==> config.mk <==
export PLATFORM = sky130hd
export DESIGN_NAME = frame_encoder
export DESIGN_NICKNAME = d
export VERILOG_FILES = /design/src/rtl/frame_pkg.sv /design/src/rtl/frame_req_fifo.sv /design/src/rtl/frame_encoder.sv
export SDC_FILE = /design/constraint.sdc
export NUM_CORES = 1
export LEC_CHECK = 0
export ABC_AREA = 0
export CAP_MARGIN = 20
export CELL_PAD_IN_SITES_DETAIL_PLACEMENT = 1
export CELL_PAD_IN_SITES_GLOBAL_PLACEMENT = 1
export CORE_UTILIZATION = 38
export DETAILED_ROUTE_END_ITERATION = 7
export GPL_ROUTABILITY_DRIVEN = 0
export PLACE_DENSITY = 0.77
export RECOVER_POWER = 100
export SYNTH_ARGS = -nofsm -noshare
export SYNTH_HDL_FRONTEND = slang
export SYNTH_SLANG_ARGS = --single-unit
==> constraint.sdc <==
create_clock -name clk -period 2.45 [get_ports clk]
set_input_delay 0.735 -clock clk [delete_from_list [all_inputs] [get_ports clk]]
set_output_delay 0.735 -clock clk [all_outputs]
set_load 0.01 [all_outputs]
==> src/rtl/frame_pkg.sv <==
// Shared frame-format definitions for the frame encoder and its companion decoder.
package frame_pkg;

  localparam logic [7:0] FRAME_HDR        = 8'hC9;
  localparam logic [7:0] FRAME_TYPE_SHORT = 8'h60;
  localparam logic [7:0] FRAME_TYPE_LONG  = 8'h61;
  localparam logic [7:0] FRAME_TRAIL      = 8'h9C;

  typedef enum logic [2:0] {
    ST_IDLE,
    ST_HDR,
    ST_TYPE,
    ST_ADDR,
    ST_DATA0,
    ST_DATA1,
    ST_TRAIL
  } frame_state_e;

  typedef struct packed {
    logic [7:0] addr;
    logic [7:0] data0;
    logic [7:0] data1;
    logic       is_long;
  } frame_req_t;

  function automatic logic [7:0] frame_type(input logic is_long);
    return is_long ? FRAME_TYPE_LONG : FRAME_TYPE_SHORT;
  endfunction

endpackage

==> src/rtl/frame_req_fifo.sv <==
// Parameterised synchronous request FIFO; combinational read of the head entry.
module frame_req_fifo #(
  parameter int DEPTH = 4,
  parameter int W     = 25
) (
  input  logic         clk,
  input  logic         reset,
  input  logic         push,
  input  logic         pop,
  input  logic [W-1:0] din,
  output logic [W-1:0] dout,
  output logic         empty,
  output logic         full
);

  localparam int PW = $clog2(DEPTH);
  localparam int CW = PW + 1;

  logic [W-1:0]  mem_q [DEPTH];
  logic [PW-1:0] wr_q, wr_d, rd_q, rd_d;
  logic [CW-1:0] cnt_q, cnt_d;
  logic          do_push, do_pop;

  assign full    = (cnt_q == CW'(DEPTH));
  assign empty   = (cnt_q == '0);
  assign do_push = push && !full;
  assign do_pop  = pop && !empty;
  assign dout    = mem_q[rd_q];

  // Pointers wrap naturally because DEPTH is a power of two.
  always_comb begin
    wr_d  = wr_q;
    rd_d  = rd_q;
    cnt_d = cnt_q;
    if (do_push) wr_d = wr_q + PW'(1);
    if (do_pop)  rd_d = rd_q + PW'(1);
    case ({do_push, do_pop})
      2'b10:   cnt_d = cnt_q + CW'(1);
      2'b01:   cnt_d = cnt_q - CW'(1);
      default: cnt_d = cnt_q;
    endcase
  end

  always_ff @(posedge clk) begin
    if (reset) begin
      wr_q  <= '0;
      rd_q  <= '0;
      cnt_q <= '0;
    end else begin
      wr_q  <= wr_d;
      rd_q  <= rd_d;
      cnt_q <= cnt_d;
    end
  end

  always_ff @(posedge clk) begin
    if (do_push) mem_q[wr_q] <= din;
  end

endmodule

==> src/rtl/frame_encoder.sv <==
// Serialises write requests into C9/type/addr/data/9C byte frames.
// Define FRAME_ENC_FIFO_EN to replace the single holding register with a FIFO.
module frame_encoder
  import frame_pkg::*;
#(
  parameter logic [7:0] IDLE_WORD  = 8'h00,
  parameter int         FIFO_DEPTH = 4
) (
  input  logic       clk,
  input  logic       reset,
  input  logic       req_valid,
  output logic       req_ready,
  input  logic [7:0] req_addr,
  input  logic [7:0] req_data0,
  input  logic [7:0] req_data1,
  input  logic       req_long,
  output logic [7:0] word_out,
  output logic       word_valid,
  output logic       frame_done,
  output logic       busy
);

  frame_state_e state_q;
  frame_req_t   frame_q;
  frame_req_t   req_in, head;
  logic [7:0]   word_out_q;
  logic         word_valid_q, frame_done_q;
  logic         buf_nonempty, push, pop;

  assign req_in = '{addr: req_addr, data0: req_data0, data1: req_data1, is_long: req_long};
  assign push   = req_valid && req_ready;
  assign pop    = buf_nonempty && ((state_q == ST_IDLE) || (state_q == ST_TRAIL));

`ifdef FRAME_ENC_FIFO_EN
  logic fifo_empty, fifo_full;

  frame_req_fifo #(
    .DEPTH (FIFO_DEPTH),
    .W     ($bits(frame_req_t))
  ) u_req_fifo (
    .clk   (clk),
    .reset (reset),
    .push  (push),
    .pop   (pop),
    .din   (req_in),
    .dout  (head),
    .empty (fifo_empty),
    .full  (fifo_full)
  );

  assign buf_nonempty = !fifo_empty;
  assign req_ready    = !reset && !fifo_full;
`else
  frame_req_t hold_q, hold_d;
  logic       hold_vld_q, hold_vld_d;
  logic       unused_depth;

  assign unused_depth = (FIFO_DEPTH > 0);

  // A push only happens when empty and a pop only when full, so they never collide.
  always_comb begin
    hold_d     = hold_q;
    hold_vld_d = hold_vld_q;
    if (pop) hold_vld_d = 1'b0;
    if (push) begin
      hold_d     = req_in;
      hold_vld_d = 1'b1;
    end
  end

  always_ff @(posedge clk) begin
    if (reset) hold_vld_q <= 1'b0;
    else       hold_vld_q <= hold_vld_d;
    hold_q <= hold_d;
  end

  assign head         = hold_q;
  assign buf_nonempty = hold_vld_q;
  assign req_ready    = !reset && !hold_vld_q;
`endif

  assign busy = (state_q != ST_IDLE) || buf_nonempty;

  // Each state's byte is loaded on the edge that enters it.
  always_ff @(posedge clk) begin
    if (reset) begin
      state_q      <= ST_IDLE;
      word_out_q   <= IDLE_WORD;
      word_valid_q <= 1'b0;
      frame_done_q <= 1'b0;
    end else begin
      frame_done_q <= 1'b0;
      case (state_q)
        ST_IDLE, ST_TRAIL: begin
          if (buf_nonempty) begin
            state_q      <= ST_HDR;
            frame_q      <= head;
            word_out_q   <= FRAME_HDR;
            word_valid_q <= 1'b1;
          end else begin
            state_q      <= ST_IDLE;
            word_out_q   <= IDLE_WORD;
            word_valid_q <= 1'b0;
          end
        end
        ST_HDR: begin
          state_q    <= ST_TYPE;
          word_out_q <= frame_type(frame_q.is_long);
        end
        ST_TYPE: begin
          state_q    <= ST_ADDR;
          word_out_q <= frame_q.addr;
        end
        ST_ADDR: begin
          state_q    <= ST_DATA0;
          word_out_q <= frame_q.data0;
        end
        ST_DATA0: begin
          if (frame_q.is_long) begin
            state_q    <= ST_DATA1;
            word_out_q <= frame_q.data1;
          end else begin
            state_q      <= ST_TRAIL;
            word_out_q   <= FRAME_TRAIL;
            frame_done_q <= 1'b1;
          end
        end
        ST_DATA1: begin
          state_q      <= ST_TRAIL;
          word_out_q   <= FRAME_TRAIL;
          frame_done_q <= 1'b1;
        end
        default: begin
          state_q      <= ST_IDLE;
          word_out_q   <= IDLE_WORD;
          word_valid_q <= 1'b0;
        end
      endcase
    end
  end

  assign word_out   = word_out_q;
  assign word_valid = word_valid_q;
  assign frame_done = frame_done_q;

endmodule

==> summary.txt, run 1 <==
CTS tree: built
Dpl hpwl: 2760 um
Max Transition Viols Final: 0
Vias in the first global route: 1361
Max VDD drop: 452 uV
GRT Util Overall: 15.4%
Synth warn: 0
Grt peak-use layer: met2
Leading area contributor after synthesis: edfxtp_1
F_max: 0.423 GHz
Commonest non-fill, non-tap cell in the layout: edfxtp_1
Register bit total from synthesis: 64
Clk pin slew, worst setup/hold paths: 0.06 ns
Die Ht: 78.5 um
DP Worst Slack: -0.214 ns
Post-synthesis net count: 162
Cell variety after synth: 30
Overall Power: 2.21 mW
Seq/Total Area, Yosys: 80.0%
Top delay family on crit path: buffers and inverters
Worst-skew pair later-pin latency: 0.33 ns
GRT met2 Usage: 25.7%
P&R area growth vs syn: 27.9%
Fraction of layout cells with a size suffix above 1: 12.2%
Setup crit end kind: output port
Top post-synthesis cells by area: edfxtp_1 (67%), dfxtp_1 (13%), a21oi_1 (2.9%)
Row cnt: 27
Largest net degree at the start of global routing: 26
Initial core utilization: 39.9%
Setup violators final: 0
Vias per inst: 4.86
Leakage Power: 0.997 nW
First-pass GRT wire length: 6760 um
Setup crit start: reset
CTS buffer count: 9
First-iteration detailed-routing DRC count: 76
Die area: 6170 um2
Total routed wirelength: 4030 um
Port Buf Inserts: 39
Final Critical Period: 2.36 ns
DRT antenna net count: 0
Met3 Usage GRT: 4.30%
Fin crit share: 96.5%
Pwr per Cell Area: 777 nW/um2
CTS Buffer Depth: 2
Post-CTS Repair Setup Buffers: 0
Mapped Cells: 134
CP bufs+invs: 2
Clock skew: 0.00700 ns
Clock sinks: 64
CTS root buffer: clkbuf_8
Worst path slowest cell: clkdlybuf4s50_1
# fillers: 550
Hold path start: head[8]
Synthesized area per cell: 16.6 um2
Run status: complete, no violations
Nets: 211
WS Path Type: in2out
Most frequent cells in the layout: edfxtp_1 (50), dlygate4sd3_1 (35), dfxtp_1 (14)
Worst setup margin: 0.0861 ns
# Max-Cap Violations: 0
Worst Setup Start Kind: primary input
Worst path max stage delay: 0.45 ns
N_diodes: 0
Mapped Area: 2230 um2
Final core utilization: 51.1%
TNS Setup: 0 ns
Pre-antenna DRT Iters: 4
Crit-path max FO: 2
Io pins: 40
RSZ-0062 raised after global routing: false
CP required: 1.71 ns
DRC: 0
Global route total overflow: 0
Placeable Area: 5570 um2
Post-synth top area share: 67.5%
Slew @ Worst Pin: 0.634 ns
DR vias: 1263
CTS H-tree depth: 3
Met1 Use GR: 17.1%
Crit path cell chain: clkdlybuf4s50_1, nor2_1, dlygate4sd2_1
Hold Vio Cnt, Final: 0
Initial antenna violation count: 0
Reg2Reg Launch Point: state_q[1]
Die W: 78.5 um
Max transition margin: 57.7%
Routed len/inst: 15.5 um
Hold crit path type: reg2reg
WP data arrival: 1.63 ns
[cells by family (layout without fill, tap and decap cells)]
logic type | count (synthesis) | in the layout | share of synthesized area (%)
AOI/OAI and AO/OA | 27 | 27 | 7.59
buffers and inverters | 9 | 63 | 2.19
DFF | 64 | 64 | 80.0
muxes | 6 | 6 | 3.04
and+or+nand+nor | 28 | 28 | 7.14
[worst paths after layout]
kind / cells past startpoint / slack [ns] / to
worst max-delay path: 3 / 0.09 / req_ready
worst min-delay path: 0 / 0.42 / frame_q[8]
worst max register to register: 4 / 0.23 / frame_q[24]
worst min register to register: 0 / 0.42 / frame_q[8]
[cells in the mapped netlist (all sizes together)]
master and number:
mux2 6, a2111oi 1, or4b 1, nor2b 2, edfxtp 50, inv 3
and4 1, a31o 1, a21oi 14, nand2b 1, nand2 7, nor3 2
and2b 1, dfxtp 14, a21o 2, a22oi 3, clkbuf 1, a2bb2oi 1
o21ai 5, nor4b 1, buf 5, and3 1, nor2 10, and2 1
[metrics by stage]
| stage | instances | hold slack [ns] | instance area, um2 |
|---|---|---|---|
| finish | 260 | 0.418 | 2850 |
| global route | 260 | 0.435 | 2850 |
| CTS | 260 | 0.421 | 2890 |
| detailed placement | 244 | 0.406 | 2730 |
| global placement | 244 | 0.402 | 2730 |
| floorplan | 134 | 0.400 | 2230 |
[final cells by class]
cell class / count / area (um2) / share of cell area (%)
clock buffers: 12 / 135 / 4.75
clock inverters: 4 / 21.3 / 0.747
inverters: 3 / 11.3 / 0.395
multi-input cells: 61 / 388 / 13.6
flip-flops and latches: 64 / 1780 / 62.6
well taps: 72 / 90.1 / 3.16
repair buffers: 44 / 420 / 14.8
[metal layers]
layer	up-vias	routed length (um)
li1	595	-
met2	26	2170
met5	-	0
met3	9	126
met4	0	84
met1	633	1650
[sequential cells by signal, indices dropped and copies added (netlist names)]
register / count
frame_q: 25
word_valid: 1
buf_nonempty: 1
frame_done: 1
head: 25
state_q: 3
word_out: 8
[worst reg2reg max path, delay by kind of cell (launching register included)]
| kind | cells | cell delay (ns) |
|---|---|---|
| buffers and inverters | 1 | 0.36 |
| flip-flops | 1 | 0.44 |
| AND/OR/NAND/NOR | 3 | 1.07 |
[report_power, final]
group / switching [mW] / leakage [nW] / total (mW) / internal, mW
combinational: 0.117 / 0.344 / 0.229 / 0.112
clock: 0.359 / 0.0778 / 0.720 / 0.360
sequential: 0.0239 / 0.575 / 1.26 / 1.24
total: 0.501 / 0.997 / 2.21 / 1.71
[repair_timing]
item                       CTS  global route
setup endpoints to repair    1             0
hold buffers                 0             0
gates resized for setup      1             0
Power figures use the tool's default switching activity.
==> run 2, diff against run 1 <==
- CORE_UTILIZATION: 38 -> 46
- PLACE_DENSITY: 0.77 -> 0.87
- clock period: 2.45 -> 2.8 ns (I/O delays scaled with it)
==> summary.txt, run 2 (same netlist as run 1, synthesis figures left out) <==
Run status: complete, no violations
# Max-Cap Violations: 0 (unchanged)
Worst-skew pair later-pin latency: 0.33 ns (about the same)
Initial antenna violation count: 0 (unchanged)
Fin crit share: 92.9%
First-iteration detailed-routing DRC count: 86 (+13%)
RSZ-0062 raised after global routing: false
Dpl cell area: 2680 um2 (-2.1%)
Initial core utilization: 49.4% (+9.5 points)
Pre-antenna DRT Iters: 4 (unchanged)
Total routed wirelength: 4590 um (+14%)
Row cnt: 24 (-11%)
Port Buf Inserts: 39 (unchanged)
TNS Setup: 0 ns (unchanged)
Die Ht: 71.6 um (-8.9%)
Max Transition Viols Final: 0 (unchanged)
DRC: 0 (unchanged)
Routed len/inst: 19.4 um (+25%)
Hold_buf cts: 0 (unchanged)
Hold Vio Cnt, Final: 0 (unchanged)
Crit-path max FO: 2 (unchanged)
WP data arrival: 1.76 ns (+0.13 ns)
CTS root buffer: clkbuf_8
Overall Power: 1.92 mW (-13%)
F_max: 0.385 GHz
First-pass GRT wire length: 7220 um (+6.8%)
Most frequent cells in the layout: edfxtp_1 (50), dlygate4sd3_1 (36), dfxtp_1 (14)
CTS buffer count: 9 (unchanged)
N_diodes: 0 (unchanged)
Leakage Power: 0.988 nW (-0.86%)
Vias in the first global route: 1370 (+0.66%)
Final instance area: 2800 um2 (-1.7%)
Max VDD drop: 479 uV (+6.0%)
Hold Worst Slack: 0.419 ns (+0.00157 ns)
Fraction of layout cells with a size suffix above 1: 10.8% (-1.4 points)
Max transition margin: 40.7% (-17 points)
WS Path Type: in2out
Pwr per Cell Area: 685 nW/um2 (-12%)
CTS Buffer Depth: 2 (unchanged)
Slew @ Worst Pin: 0.888 ns (+0.254 ns)
Clock skew: 0.00783 ns (+0.000838 ns)
Setup crit end kind: output port
Vias per inst: 5.28 (+8.7%)
CP required: 1.96 ns (+0.25 ns)
CTS H-tree depth: 3 (unchanged)
Final Critical Period: 2.60 ns
P&R area growth vs syn: 25.8%
Io pins: 40 (unchanged)
DR vias: 1251 (-0.95%)
Die area: 5120 um2 (-17%)
Clock sinks: 64 (unchanged)
Setup violators final: 0 (unchanged)
Hold crit path type: reg2reg
Dpl hpwl: 3100 um (+12%)
Clk pin slew, worst setup/hold paths: 0.06 ns (about the same)
Post-CTS resize count: 1 (unchanged)
Reg area: 1780 um2 (unchanged)
Placeable Area: 4500 um2 (-19%)
Largest net degree at the start of global routing: 26 (unchanged)
Die W: 71.6 um (-8.9%)
Commonest non-fill, non-tap cell in the layout: edfxtp_1
Multi-input logic area: 388 um2 (unchanged)
GRT Util Overall: 20.5% (+5.1 points)
# fillers: 417 (-24%)
CTS tree: built
Final core utilization: 62.2% (+11 points)
DRT antenna net count: 0 (unchanged)
Global route total overflow: 0 (unchanged)
Worst Setup Start Kind: primary input
Post-CTS Repair Setup Buffers: 0 (unchanged)
Nets: 210 (-0.47%)
-- run 2: changes by cell type in the layout (fill, tap and decap cells not counted), sizes merged --
cell           delta
buf               -1
clkbuf            -1
clkdlybuf4s50     -1
clkinvlp          -1
dlygate4sd3       +1
-- run 2: worst paths after layout --
path                    from          end  slack (ns)  depth (start not counted)
setup / recovery       reset    req_ready        0.20                          3
hold / removal      head[18]  frame_q[18]        0.42                          0
setup reg to reg  state_q[1]  frame_q[24]        0.34                          4
hold reg to reg     head[18]  frame_q[18]        0.42                          0
-- run 2: final cells by class --
cell class,instances,share of cell area (%)
well taps,52,2.32
multi-input cells,61,13.9
clock inverters,3,0.447
inverters,3,0.402
flip-flops and latches,64,63.6
repair buffers,43,14.7
clock buffers,11,4.69
-- run 2: power breakdown --
part / total [mW] / switching (mW) / leakage [nW] / internal, mW
Combinational: 0.199 / 0.106 / 0.339 / 0.0934
Clock: 0.608 / 0.304 / 0.0741 / 0.304
Sequential: 1.11 / 0.0234 / 0.575 / 1.09
Total: 1.92 / 0.433 / 0.988 / 1.48
-- run 2: critical path: stages --
cell             delay, ns
clkdlybuf4s50_1       0.46
nor2_1                0.16
dlygate4sd2_1         0.29
-- run 2: routing by layer --
layer / part of all wire, % / GRT usage (%) / vias up
met4: 2.0 / 9.15 / 0
met2: 54 / 35.2 / 34
met3: 3.5 / 7.31 / 8
met5: 0 / 0 / -
met1: 41 / 23.2 / 613
li1: - / - / 596
-- run 2: metrics by stage --
| step | worst slack, ns | instances |
|---|---|---|
| final | 0.200 | 237 |
| after global routing | 0.185 | 237 |
| after CTS | 0.198 | 237 |
| after detailed placement | -0.0802 | 223 |
| after global placement | -0.0650 | 223 |
| after floorplan | 0.179 | 134 |
